==> src/rtl/display_pkg.sv <==
// -----------------------------------------------------------------------------
// display_pkg
// Shared display geometry, memory widths and data types for the scanline
// renderers (tile_drawer, sprite_drawer).
//   tam_entry_t : one tile attribute map entry (tile index, hflip, vflip)
//   pixel_row_t : one 16-pixel row of palette indices, pixel 0 in [7:0]
//   state_t     : tile_drawer FSM states
// -----------------------------------------------------------------------------
package display_pkg;

    localparam int DISPLAY_WIDTH  = 640;
    localparam int DISPLAY_HEIGHT = 480;
    localparam int TILE_SIZE      = 16;
    localparam int MAP_COLS       = DISPLAY_WIDTH / TILE_SIZE;
    localparam int MAP_ROWS       = DISPLAY_HEIGHT / TILE_SIZE;
    localparam int TAM_ADDR_SIZE  = 11;
    localparam int VRAM_ADDR_SIZE = 12;
    localparam int COLOR_DEPTH    = 8;

    typedef struct packed {
        logic [5:0] reserved;
        logic       vflip;
        logic       hflip;
        logic [7:0] tile_index;
    } tam_entry_t;

    typedef logic [TILE_SIZE-1:0][COLOR_DEPTH-1:0] pixel_row_t;

    typedef enum logic [2:0] {
        ST_IDLE,
        ST_TAM_RD,
        ST_TAM_WT,
        ST_VRAM_RD,
        ST_VRAM_WT,
        ST_STORE,
        ST_DONE
    } state_t;

endpackage

==> src/rtl/tile_drawer_if.sv <==
// -----------------------------------------------------------------------------
// tile_drawer_if
// Memory-side bus of the background renderer.
//   tam_a / tam_d   : tile attribute map read port (1-cycle read latency)
//   vram_a / vram_d : tile VRAM read port, one 16-pixel row per word
//   lb_we / lb_addr / lb_data : next-line buffer block write port
// master = renderer, slave = memories / line buffer.
// -----------------------------------------------------------------------------
interface tile_drawer_if;
    import display_pkg::*;

    logic [TAM_ADDR_SIZE-1:0]  tam_a;
    logic [15:0]               tam_d;
    logic [VRAM_ADDR_SIZE-1:0] vram_a;
    pixel_row_t                vram_d;
    logic                      lb_we;
    logic [5:0]                lb_addr;
    pixel_row_t                lb_data;

    modport master (
        output tam_a, vram_a, lb_we, lb_addr, lb_data,
        input  tam_d, vram_d
    );

    modport slave (
        input  tam_a, vram_a, lb_we, lb_addr, lb_data,
        output tam_d, vram_d
    );

endinterface

==> src/rtl/tile_drawer_row_align.sv <==
// -----------------------------------------------------------------------------
// row_align (combinational)
// Applies the horizontal flip to a fetched tile row and funnel-shifts the
// pair {current, previous} right by the fine scroll so the output block
// starts at the first visible pixel.
//   i_word    : raw VRAM row of the current fetch
//   i_hflip   : reverse pixel order of i_word
//   i_prev    : already-flipped row of the previous fetch
//   i_fine    : fine scroll, 0..15 pixels
//   o_word    : i_word after hflip (becomes i_prev of the next fetch)
//   o_aligned : low 16 pixels of ({o_word, i_prev} >> 8*i_fine)
// -----------------------------------------------------------------------------
module row_align
    import display_pkg::*;
(
    input  pixel_row_t i_word,
    input  logic       i_hflip,
    input  pixel_row_t i_prev,
    input  logic [3:0] i_fine,
    output pixel_row_t o_word,
    output pixel_row_t o_aligned
);

    localparam int ROW_BITS = TILE_SIZE * COLOR_DEPTH;

    logic [2*ROW_BITS-1:0] w_pair;

    always_comb begin
        // NOTE: every output of a combinational block gets a default first,
        // so no path leaves it unassigned and no latch is inferred.
        o_word = i_word;
        if (i_hflip) begin
            for (int i = 0; i < TILE_SIZE; i++) begin
                o_word[i] = i_word[TILE_SIZE-1-i];
            end
        end
    end

    // The previous row holds the leftmost pixels, so it sits in the low half.
    assign w_pair    = {o_word, i_prev};
    assign o_aligned = ROW_BITS'(w_pair >> {i_fine, 3'b000});

endmodule

==> src/rtl/tile_drawer.sv <==
// -----------------------------------------------------------------------------
// tile_drawer
// Background-layer renderer for one scanline. On start it walks the tile
// attribute map and tile VRAM for the requested line and writes 40 blocks of
// 16 palette indices into the next-line buffer, one block every 5 cycles.
//   clk, btn_rst : pixel clock, asynchronous active-low reset
//   start        : one-cycle render request, honoured only when idle
//   line_number  : screen line to render (>= 480 finishes without any access)
//   scroll_x/y   : background scroll in pixels
//   busy, done   : render in progress / one-cycle completion pulse
//   bus          : TAM, VRAM and line-buffer ports (tile_drawer_if.master)
// -----------------------------------------------------------------------------
module tile_drawer
    import display_pkg::*;
(
    input  logic        clk,
    input  logic        btn_rst,
    input  logic        start,
    input  logic [9:0]  line_number,
    input  logic [9:0]  scroll_x,
    input  logic [8:0]  scroll_y,
    output logic        busy,
    output logic        done,
    tile_drawer_if.master bus
);

    localparam int COL_W = $clog2(MAP_COLS);
    localparam int ROW_W = $clog2(MAP_ROWS);
    localparam logic [5:0] LAST_K = 6'(MAP_COLS);

    state_t r_state;
    state_t w_state_next;

    logic                      r_busy;
    logic                      r_done;
    logic                      r_lb_we;
    logic [5:0]                r_lb_addr;
    pixel_row_t                r_lb_data;
    logic [TAM_ADDR_SIZE-1:0]  r_tam_a;
    logic [TAM_ADDR_SIZE-1:0]  r_tam_base;
    logic [VRAM_ADDR_SIZE-1:0] r_vram_a;
    logic [5:0]                r_k;
    logic [COL_W-1:0]          r_col;
    logic [3:0]                r_row;
    logic [3:0]                r_fine;
    logic                      r_hflip;
    pixel_row_t                r_prev;

    logic [9:0]                w_sx;
    logic [8:0]                w_sy;
    logic [9:0]                w_ey_sum;
    logic [9:0]                w_ey;
    logic                      w_line_ok;
    logic [ROW_W-1:0]          w_tile_row;
    logic [COL_W-1:0]          w_coarse;
    logic [TAM_ADDR_SIZE-1:0]  w_tam_base;
    logic [COL_W-1:0]          w_col_next;
    tam_entry_t                w_entry;
    logic [3:0]                w_r;
    pixel_row_t                w_word;
    pixel_row_t                w_aligned;
    logic                      w_unused;

    // ---------------- start-time decode ----------------
    // Scroll inputs never exceed twice the screen size, so one conditional
    // subtraction brings them into range.
    assign w_sx = (scroll_x >= 10'(DISPLAY_WIDTH))  ? scroll_x - 10'(DISPLAY_WIDTH)  : scroll_x;
    assign w_sy = (scroll_y >= 9'(DISPLAY_HEIGHT))  ? scroll_y - 9'(DISPLAY_HEIGHT)  : scroll_y;

    // Both addends are below 480 for a valid line, so the sum stays under 960.
    assign w_ey_sum   = line_number + {1'b0, w_sy};
    assign w_ey       = (w_ey_sum >= 10'(DISPLAY_HEIGHT)) ? w_ey_sum - 10'(DISPLAY_HEIGHT) : w_ey_sum;
    assign w_line_ok  = (line_number < 10'(DISPLAY_HEIGHT));
    assign w_tile_row = w_ey[8:4];
    assign w_coarse   = w_sx[9:4];
    assign w_tam_base = TAM_ADDR_SIZE'(w_tile_row) * TAM_ADDR_SIZE'(MAP_COLS);

    // ---------------- fetch datapath ----------------
    assign w_col_next = (r_col == COL_W'(MAP_COLS - 1)) ? '0 : r_col + 1'b1;

    assign w_entry = bus.tam_d;
    assign w_r     = w_entry.vflip ? ~r_row : r_row;

    // Reserved attribute bits and the always-zero top bit of ey are ignored.
    assign w_unused = ^{w_entry.reserved, w_ey[9]};

    row_align u_row_align (
        .i_word    (bus.vram_d),
        .i_hflip   (r_hflip),
        .i_prev    (r_prev),
        .i_fine    (r_fine),
        .o_word    (w_word),
        .o_aligned (w_aligned)
    );

    // ---------------- FSM ----------------
    always_ff @(posedge clk or negedge btn_rst) begin
        // NOTE: clocked state uses non-blocking assignments so every register
        // samples values from before the edge, independent of block order.
        if (!btn_rst) begin
            r_state <= ST_IDLE;
        end else begin
            r_state <= w_state_next;
        end
    end

    always_comb begin
        w_state_next = r_state;
        case (r_state)
            ST_IDLE:    if (start) w_state_next = w_line_ok ? ST_TAM_RD : ST_DONE;
            ST_TAM_RD:  w_state_next = ST_TAM_WT;
            ST_TAM_WT:  w_state_next = ST_VRAM_RD;
            ST_VRAM_RD: w_state_next = ST_VRAM_WT;
            ST_VRAM_WT: w_state_next = ST_STORE;
            ST_STORE:   w_state_next = (r_k == LAST_K) ? ST_DONE : ST_TAM_RD;
            ST_DONE:    w_state_next = ST_IDLE;
            default:    w_state_next = ST_IDLE;
        endcase
    end

    // ---------------- registered outputs and datapath ----------------
    // Each address is loaded on the edge entering the state that presents it
    // to the synchronous memory, so read data is valid in the following
    // wait state.
    always_ff @(posedge clk or negedge btn_rst) begin
        if (!btn_rst) begin
            r_busy     <= 1'b0;
            r_done     <= 1'b0;
            r_lb_we    <= 1'b0;
            r_lb_addr  <= '0;
            r_lb_data  <= '0;
            r_tam_a    <= '0;
            r_tam_base <= '0;
            r_vram_a   <= '0;
            r_k        <= '0;
            r_col      <= '0;
            r_row      <= '0;
            r_fine     <= '0;
            r_hflip    <= 1'b0;
            r_prev     <= '0;
        end else begin
            r_busy  <= (w_state_next != ST_IDLE);
            r_done  <= (w_state_next == ST_DONE);
            // Fetch 0 only primes r_prev; block writes start with fetch 1.
            r_lb_we <= (r_state == ST_VRAM_WT) && (r_k != '0);

            case (r_state)
                ST_IDLE: begin
                    if (start && w_line_ok) begin
                        r_k        <= '0;
                        r_col      <= w_coarse;
                        r_tam_base <= w_tam_base;
                        r_tam_a    <= w_tam_base + TAM_ADDR_SIZE'(w_coarse);
                        r_row      <= w_ey[3:0];
                        r_fine     <= w_sx[3:0];
                    end
                end
                ST_TAM_WT: begin
                    r_hflip  <= w_entry.hflip;
                    r_vram_a <= {w_entry.tile_index, w_r};
                end
                ST_VRAM_WT: begin
                    r_prev <= w_word;
                    if (r_k != '0) begin
                        r_lb_data <= w_aligned;
                        r_lb_addr <= r_k - 6'd1;
                    end
                end
                ST_STORE: begin
                    if (r_k != LAST_K) begin
                        r_k     <= r_k + 6'd1;
                        r_col   <= w_col_next;
                        r_tam_a <= r_tam_base + TAM_ADDR_SIZE'(w_col_next);
                    end
                end
                default: ;
            endcase
        end
    end

    assign busy        = r_busy;
    assign done        = r_done;
    assign bus.tam_a   = r_tam_a;
    assign bus.vram_a  = r_vram_a;
    assign bus.lb_we   = r_lb_we;
    assign bus.lb_addr = r_lb_addr;
    assign bus.lb_data = r_lb_data;

endmodule

==> src/flat_wrapper.sv <==
// flat-port wrapper written by rule: the top's interface ports become plain ports
module tile_drawer_flat import display_pkg::*;
  (clk, btn_rst, start, line_number, scroll_x, scroll_y, busy, done, bus_tam_a, bus_vram_a, bus_lb_we, bus_lb_addr, bus_lb_data, bus_tam_d, bus_vram_d);
  tile_drawer_if bus_i ();
  input  logic clk;
  input  logic btn_rst;
  input  logic start;
  input  logic [9:0] line_number;
  input  logic [9:0] scroll_x;
  input  logic [8:0] scroll_y;
  output logic busy;
  output logic done;
  output wire logic [$bits(bus_i.tam_a)-1:0] bus_tam_a;
  output wire logic [$bits(bus_i.vram_a)-1:0] bus_vram_a;
  output wire logic [$bits(bus_i.lb_we)-1:0] bus_lb_we;
  output wire logic [$bits(bus_i.lb_addr)-1:0] bus_lb_addr;
  output wire logic [$bits(bus_i.lb_data)-1:0] bus_lb_data;
  input wire logic [$bits(bus_i.tam_d)-1:0] bus_tam_d;
  input wire logic [$bits(bus_i.vram_d)-1:0] bus_vram_d;
  assign bus_tam_a = bus_i.tam_a;
  assign bus_vram_a = bus_i.vram_a;
  assign bus_lb_we = bus_i.lb_we;
  assign bus_lb_addr = bus_i.lb_addr;
  assign bus_lb_data = bus_i.lb_data;
  assign bus_i.tam_d = bus_tam_d;
  assign bus_i.vram_d = bus_vram_d;
  tile_drawer u_core (.clk(clk), .btn_rst(btn_rst), .start(start), .line_number(line_number), .scroll_x(scroll_x), .scroll_y(scroll_y), .busy(busy), .done(done), .bus(bus_i));
endmodule
==> config.mk <==
export PLATFORM = sky130hd
export DESIGN_NAME = tile_drawer_flat
export DESIGN_NICKNAME = d
export VERILOG_FILES = /design/src/rtl/display_pkg.sv /design/src/rtl/tile_drawer_if.sv /design/src/rtl/tile_drawer_row_align.sv /design/src/rtl/tile_drawer.sv /design/src/flat_wrapper.sv
export SDC_FILE = /design/constraint.sdc
export NUM_CORES = 1
export LEC_CHECK = 0
export ABC_AREA = 1
export BUFFER_PORTS_ARGS = -buffer_cell sky130_fd_sc_hd__buf_2
export CAP_MARGIN = 20
export CORE_MARGIN = 1
export CORE_UTILIZATION = 60
export CTS_BUF_LIST = sky130_fd_sc_hd__clkbuf_2
export DETAILED_ROUTE_END_ITERATION = 8
export GPL_TIMING_DRIVEN = 0
export PLACE_DENSITY = 0.81
export SLEW_MARGIN = 20
export SYNTH_ARGS = -nofsm -noshare
export SYNTH_HDL_FRONTEND = slang
export SYNTH_SLANG_ARGS = --single-unit
export TNS_END_PERCENT = 50
==> constraint.sdc <==
create_clock -name clk -period 3.6 [get_ports clk]
set_input_delay 0.54 -clock clk [delete_from_list [all_inputs] [get_ports clk]]
set_output_delay 0.54 -clock clk [all_outputs]
set_load 0.01 [all_outputs]
==> results of run 1 <==
==> cell usage after synthesis, types with 2 or more instances <==
cell         n
nand3_4      3
nand2_1   1196
clkbuf_1   152
nor3_1      11
inv_2        5
buf_1       34
a22oi_1      2
clkinv_1     3
a21oi_1    171
o22ai_1      4
nor2_1     159
o21bai_1     7
buf_4        6
nand4_1      8
a31oi_1     67
inv_1      251
a311oi_1     3
or2_4        2
o221ai_1    15
ha_1        27
nand2_2     13
o21ai_1      2
and2_1       2
o211ai_1    56
nor4_1       4
o21a_1       6
nand3_1     69
nand3_2      6
nand2_4      5
dfrtp_1    317
or2_2        5
fa_1         4
xnor2_1      7
a211oi_1     5
o31ai_1      3
o21ai_0    589
nand3b_1     4
a221oi_1     7
a21oi_2      2
nor3_2       2
xor2_1       7
buf_2       68
a21o_1       6
mux2i_1    105
==> kinds of logic after synthesis <==
logic type / count (synthesis) / synth area share (%)
multiplexers: 106 / 4.67
AO/OA/AOI/OAI: 949 / 22.7
XOR/XNOR: 14 / 0.539
buffers and inverters: 520 / 9.06
adder cells (fa/ha/maj): 31 / 1.84
AND/OR/NAND/NOR: 1496 / 26.3
flip-flops: 317 / 34.9
==> stage by stage <==
step,utilization [%],setup TNS (ps),setup WS [ps]
3_3_place_gp,68.0,-1235950,-3920
4_1_cts,76.1,0,1.26
2_1_floorplan,-,-3780,-644
3_5_place_dp,68.2,-9140,-1180
==> metal layers <==
layer,overflow,track usage [%]
met5,1,51.6
met4,60,73.2
met3,46,71.9
met2,103,92.1
met1,30,82.2
==> repair_timing <==
action / CTS
setup endpoints to repair: 2
setup buffers: 1
hold endpoints to repair: 368
hold buffers: 207
pin swaps: 5
resized for setup: 4
==> flow_metrics.env, run 1 <==
export IMPL_synth_main_ff_cell="dfrtp_1"
export IMPL_stop_stage="global routing"
export IMPL_overflow=240
export IMPL_synth_fp_nets=3640
export IMPL_synth_area_sq_um=22800
export IMPL_rows=70
export IMPL_chipHeight_um=197
export IMPL_cts_root_buf="clkbuf_2"
export IMPL_place_hpwl_mm=92.0
export IMPL_yosysWarnings=0
export IMPL_ys_ff_latch=317
export IMPL_start_util_pct=61.6
export IMPL_placed_cell_area_sq_um=25200
export IMPL_status="aborted with a tool error"
export IMPL_syn_inst=3433
export IMPL_dp_cells=4268
export IMPL_grt_max_degree=96
export IMPL_grt_pass1_wl_mm=230
export IMPL_boundaryPins=336
export IMPL_grtUsageTotal_pct=80.7
export IMPL_cts_buffers=82
export IMPL_die_w_um=197
export IMPL_netlist_area_leader_share_pct=34.9
export IMPL_synth_edf_count=0
export IMPL_grt_pass1_vias=34600
export IMPL_synth_seq_area_share_pct=34.9
export IMPL_gp_congestion=1.57
export IMPL_error="[ERROR GRT-0116] Global routing finished with congestion. Check the congestion regions in the DRC Viewer."
export IMPL_avgSynthCellArea_sq_um=6.63
export IMPL_postSynth_asyncResetShare_pct=100
export IMPL_htree_num_levels=3
export IMPL_yosys_top_cells_area="dfrtp_1, nand2_1, o21ai_0, mux2i_1, inv_1"
export IMPL_port_buffer_count=328
export IMPL_synth_cell_types=57
export IMPL_cts_sinks=317
export IMPL_yosysTopAreaCell="dfrtp_1"
export IMPL_cts_buffer_depth=3
==> run 2: changes to the inputs <==
--- a/config.mk
+++ b/config.mk
@@ -9,11 +9,10 @@
 export BUFFER_PORTS_ARGS = -buffer_cell sky130_fd_sc_hd__buf_2
 export CAP_MARGIN = 20
 export CORE_MARGIN = 1
-export CORE_UTILIZATION = 60
-export CTS_BUF_LIST = sky130_fd_sc_hd__clkbuf_2
+export CORE_UTILIZATION = 40
 export DETAILED_ROUTE_END_ITERATION = 8
 export GPL_TIMING_DRIVEN = 0
-export PLACE_DENSITY = 0.81
+export PLACE_DENSITY_LB_ADDON = 0.15
 export SLEW_MARGIN = 20
 export SYNTH_ARGS = -nofsm -noshare
 export SYNTH_HDL_FRONTEND = slang
==> run 2 against run 1 <==
Against the previous run: the flow now finishes, with violations (negative setup slack); synthesized area is the same; synthesized cell count is the same.
==> flow_metrics.env, run 2 <==
export IMPL_path_clk_slew_ps=70
export IMPL_violations="negative setup slack"
export IMPL_reg2reg_setup_slack_ps=-350
export IMPL_r2r_end="u_core.bus.lb_data[16]$_DFFE_PN0P_"
export IMPL_wirelength_mm=152
export IMPL_grt_pass1_wl_mm=204
export IMPL_htree_num_levels=2
export IMPL_start_kind="primary input"
export IMPL_drive_above_1_share_pct=14.9
export IMPL_cts_tree="built"
export IMPL_die_w_um=241
export IMPL_syn_inst=3433
export IMPL_setup_ws_ps=-455
export IMPL_layout_commonest_cell="nand2_1"
export IMPL_route_vias_total=28700
export IMPL_yosys_top_cells_area="dfrtp_1, nand2_1, o21ai_0, mux2i_1, inv_1"
export IMPL_fin_cells=4604
export IMPL_grt_max_degree=87
export IMPL_cts_root_buf="clkbuf_16"
export IMPL_r2r_worst_path_cells=8
export IMPL_post_route_util_pct=48.1
export IMPL_rsz0062_at_grt="true"
export IMPL_die_area_sq_um=57900
export IMPL_cp_max_fo=6
export IMPL_port_buffer_count=328
export IMPL_rows=87
export IMPL_num_nets_final=4027
export IMPL_layout_common_cells="nand2_1, o21ai_0, buf_2"
export IMPL_ys_ff_latch=317
export IMPL_fmax_ghz=0.247
export IMPL_worstHoldEndpoint="u_core.r_fine[0]$_DFFE_PN0P_"
export IMPL_hold_viol_final=0
export IMPL_critPathKind="primary input to register"
export IMPL_synth_common_cells="nand2_1, o21ai_0, dfrtp_1, inv_1, a21oi_1"
export IMPL_wl_per_cell_um=33.0
export IMPL_yosysWarnings=0
export IMPL_synth_edf_count=0
export IMPL_core_area_sq_um=56300
export IMPL_tightest_slew_ps=1350
export IMPL_overflow=0
export IMPL_clk_latency_ps=590
export IMPL_synth_most_common_cell="nand2_1"
export IMPL_setup_viol=56
export IMPL_drt_drc_violations_left=0
export IMPL_synth_fp_nets=3640
export IMPL_synth_seq_area_share_pct=34.9
export IMPL_syn2layout_area_growth_pct=19.0
export IMPL_ant_nets=0
export IMPL_grt_pass1_vias=26300
export IMPL_worstPathArrival_ps=4510
export IMPL_cts_sinks=317
export IMPL_min_period_ps=4060
export IMPL_cts_buffer_depth=3
export IMPL_antenna_found_initial=14
export IMPL_max_cap_viol_count=0
export IMPL_period_share_pct=113
export IMPL_final_max_slew_viol_count=0
export IMPL_dr_first_iter_drc_count=4996
export IMPL_min_from="scroll_x[0]"
export IMPL_status="finished, violations left"
export IMPL_postSynth_asyncResetShare_pct=100
export IMPL_dp_cells=4521
export IMPL_crit_path_end_kind="register"
export IMPL_hp_class="primary input to register"
export IMPL_setup_tns_ps=-7680
export IMPL_synth_cell_types=57
export IMPL_r2r_start="u_core.r_fine[0]$_DFFE_PN0P_"
export IMPL_gp_congestion=1.14
export IMPL_slew_headroom_pct=9.18
export IMPL_slowest_delay_ps=330
export IMPL_place_hpwl_mm=124
export IMPL_fill_cells=5919
export IMPL_start_util_pct=40.4
export IMPL_hold_depth=3
export IMPL_crit_buf_inv=1
export IMPL_boundaryPins=336
export IMPL_worstPathRequired_ps=4060
export IMPL_clock_skew_final_ps=27.1
export IMPL_chipHeight_um=241
export IMPL_worst_path_dominant_cell_family="simple AND/OR/NAND/NOR gates"
export IMPL_cts_buffers=38
export IMPL_via_per_inst=6.23
export IMPL_grtUsageTotal_pct=51.6
export IMPL_avgSynthCellArea_sq_um=6.63
export IMPL_netlist_area_leader_share_pct=34.9
export IMPL_yosysTopAreaCell="dfrtp_1"
export IMPL_crit_slowest_cell="mux2_4"
export IMPL_firstDrtPassIters=9
export IMPL_synth_area_sq_um=22800
export IMPL_synth_main_ff_cell="dfrtp_1"
## run 2: cell counts after synthesis
No cell type changed its count.
## run 2: cells by family after synthesis
group	count (synthesis)	synth area share, %
AO/OA/AOI/OAI	949	22.7
XOR/XNOR	14	0.539
AND/OR/NAND/NOR	1496	26.3
adder cells (fa/ha/maj)	31	1.84
multiplexers	106	4.67
flip-flops	317	34.9
buffers and inverters	520	9.06
## run 2: stage by stage
stage / area (sq um) / setup WS [ps] / hold slack [ps]
global route: 27100 / -730 / 172
global placement: 25400 / -4240 / 452
floorplan: 22800 / -644 / 244
detailed placement: 25500 / -1200 / 458
CTS: 26900 / -452 / 154
finish: 27100 / -455 / 154
## run 2: layout make-up
type | count | area (sq um) | share of cell area, %
Antenna cell | 4 | 10.0 | 0.0370
Buffer | 260 | 1090 | 4.01
Clock buffer | 52 | 1090 | 4.04
Clock inverter | 12 | 121 | 0.448
Inverter | 260 | 986 | 3.64
Multi-Input combinational cell | 2596 | 13000 | 48.1
Sequential cell | 317 | 7930 | 29.3
Tap cell | 756 | 946 | 3.49
Timing Repair Buffer | 347 | 1870 | 6.91
## run 2: worst max-delay path by stage
stage	from	end	slack, ps	depth (start not counted)
finish	scroll_y[0]	u_core.bus.tam_a[10]$_DFFE_PN0P_	-460	26
global route	scroll_y[0]	u_core.bus.tam_a[10]$_DFFE_PN0P_	-730	26
CTS	scroll_y[3]	u_core.bus.tam_a[10]$_DFFE_PN0P_	-450	26
detailed placement	scroll_y[1]	u_core.bus.tam_a[10]$_DFFE_PN0P_	-1200	23
global placement	btn_rst	u_core.bus.tam_a[3]$_DFFE_PN0P_	-4240	1
floorplan	scroll_y[1]	u_core.bus.tam_a[10]$_DFFE_PN0P_	-640	27
## run 2: metal layers
layer  GRT usage (%)  vias up  wire length, um
li1                -    12100                -
met1            63.1    13600            55500
met2            73.1     2370            60700
met3            19.3      625            20800
met4            39.7       16            14600
met5          0.0842        -              170
## run 2: what timing repair did
action                                  4_1_cts  5_1_grt
setup buffers                                 9        4
pin swaps                                    32       24
hold endpoints to repair                     13        0
hold buffers                                  1        0
endpoints found under the setup margin       30       31
resized for setup                            33       38
## run 2: worst reg2reg max path: cells and delay by family (launching register included)
| kind | cells | cell delay [ps] |
|---|---|---|
| flops | 1 | 660 |
| compound gates | 3 | 1190 |
| simple gates | 2 | 620 |
| buf+inv | 3 | 1310 |
Power of run 2 is left out: the tool's default activity adds up to more than one toggle a clock period on the data nets, which glitch-free logic cannot reach.
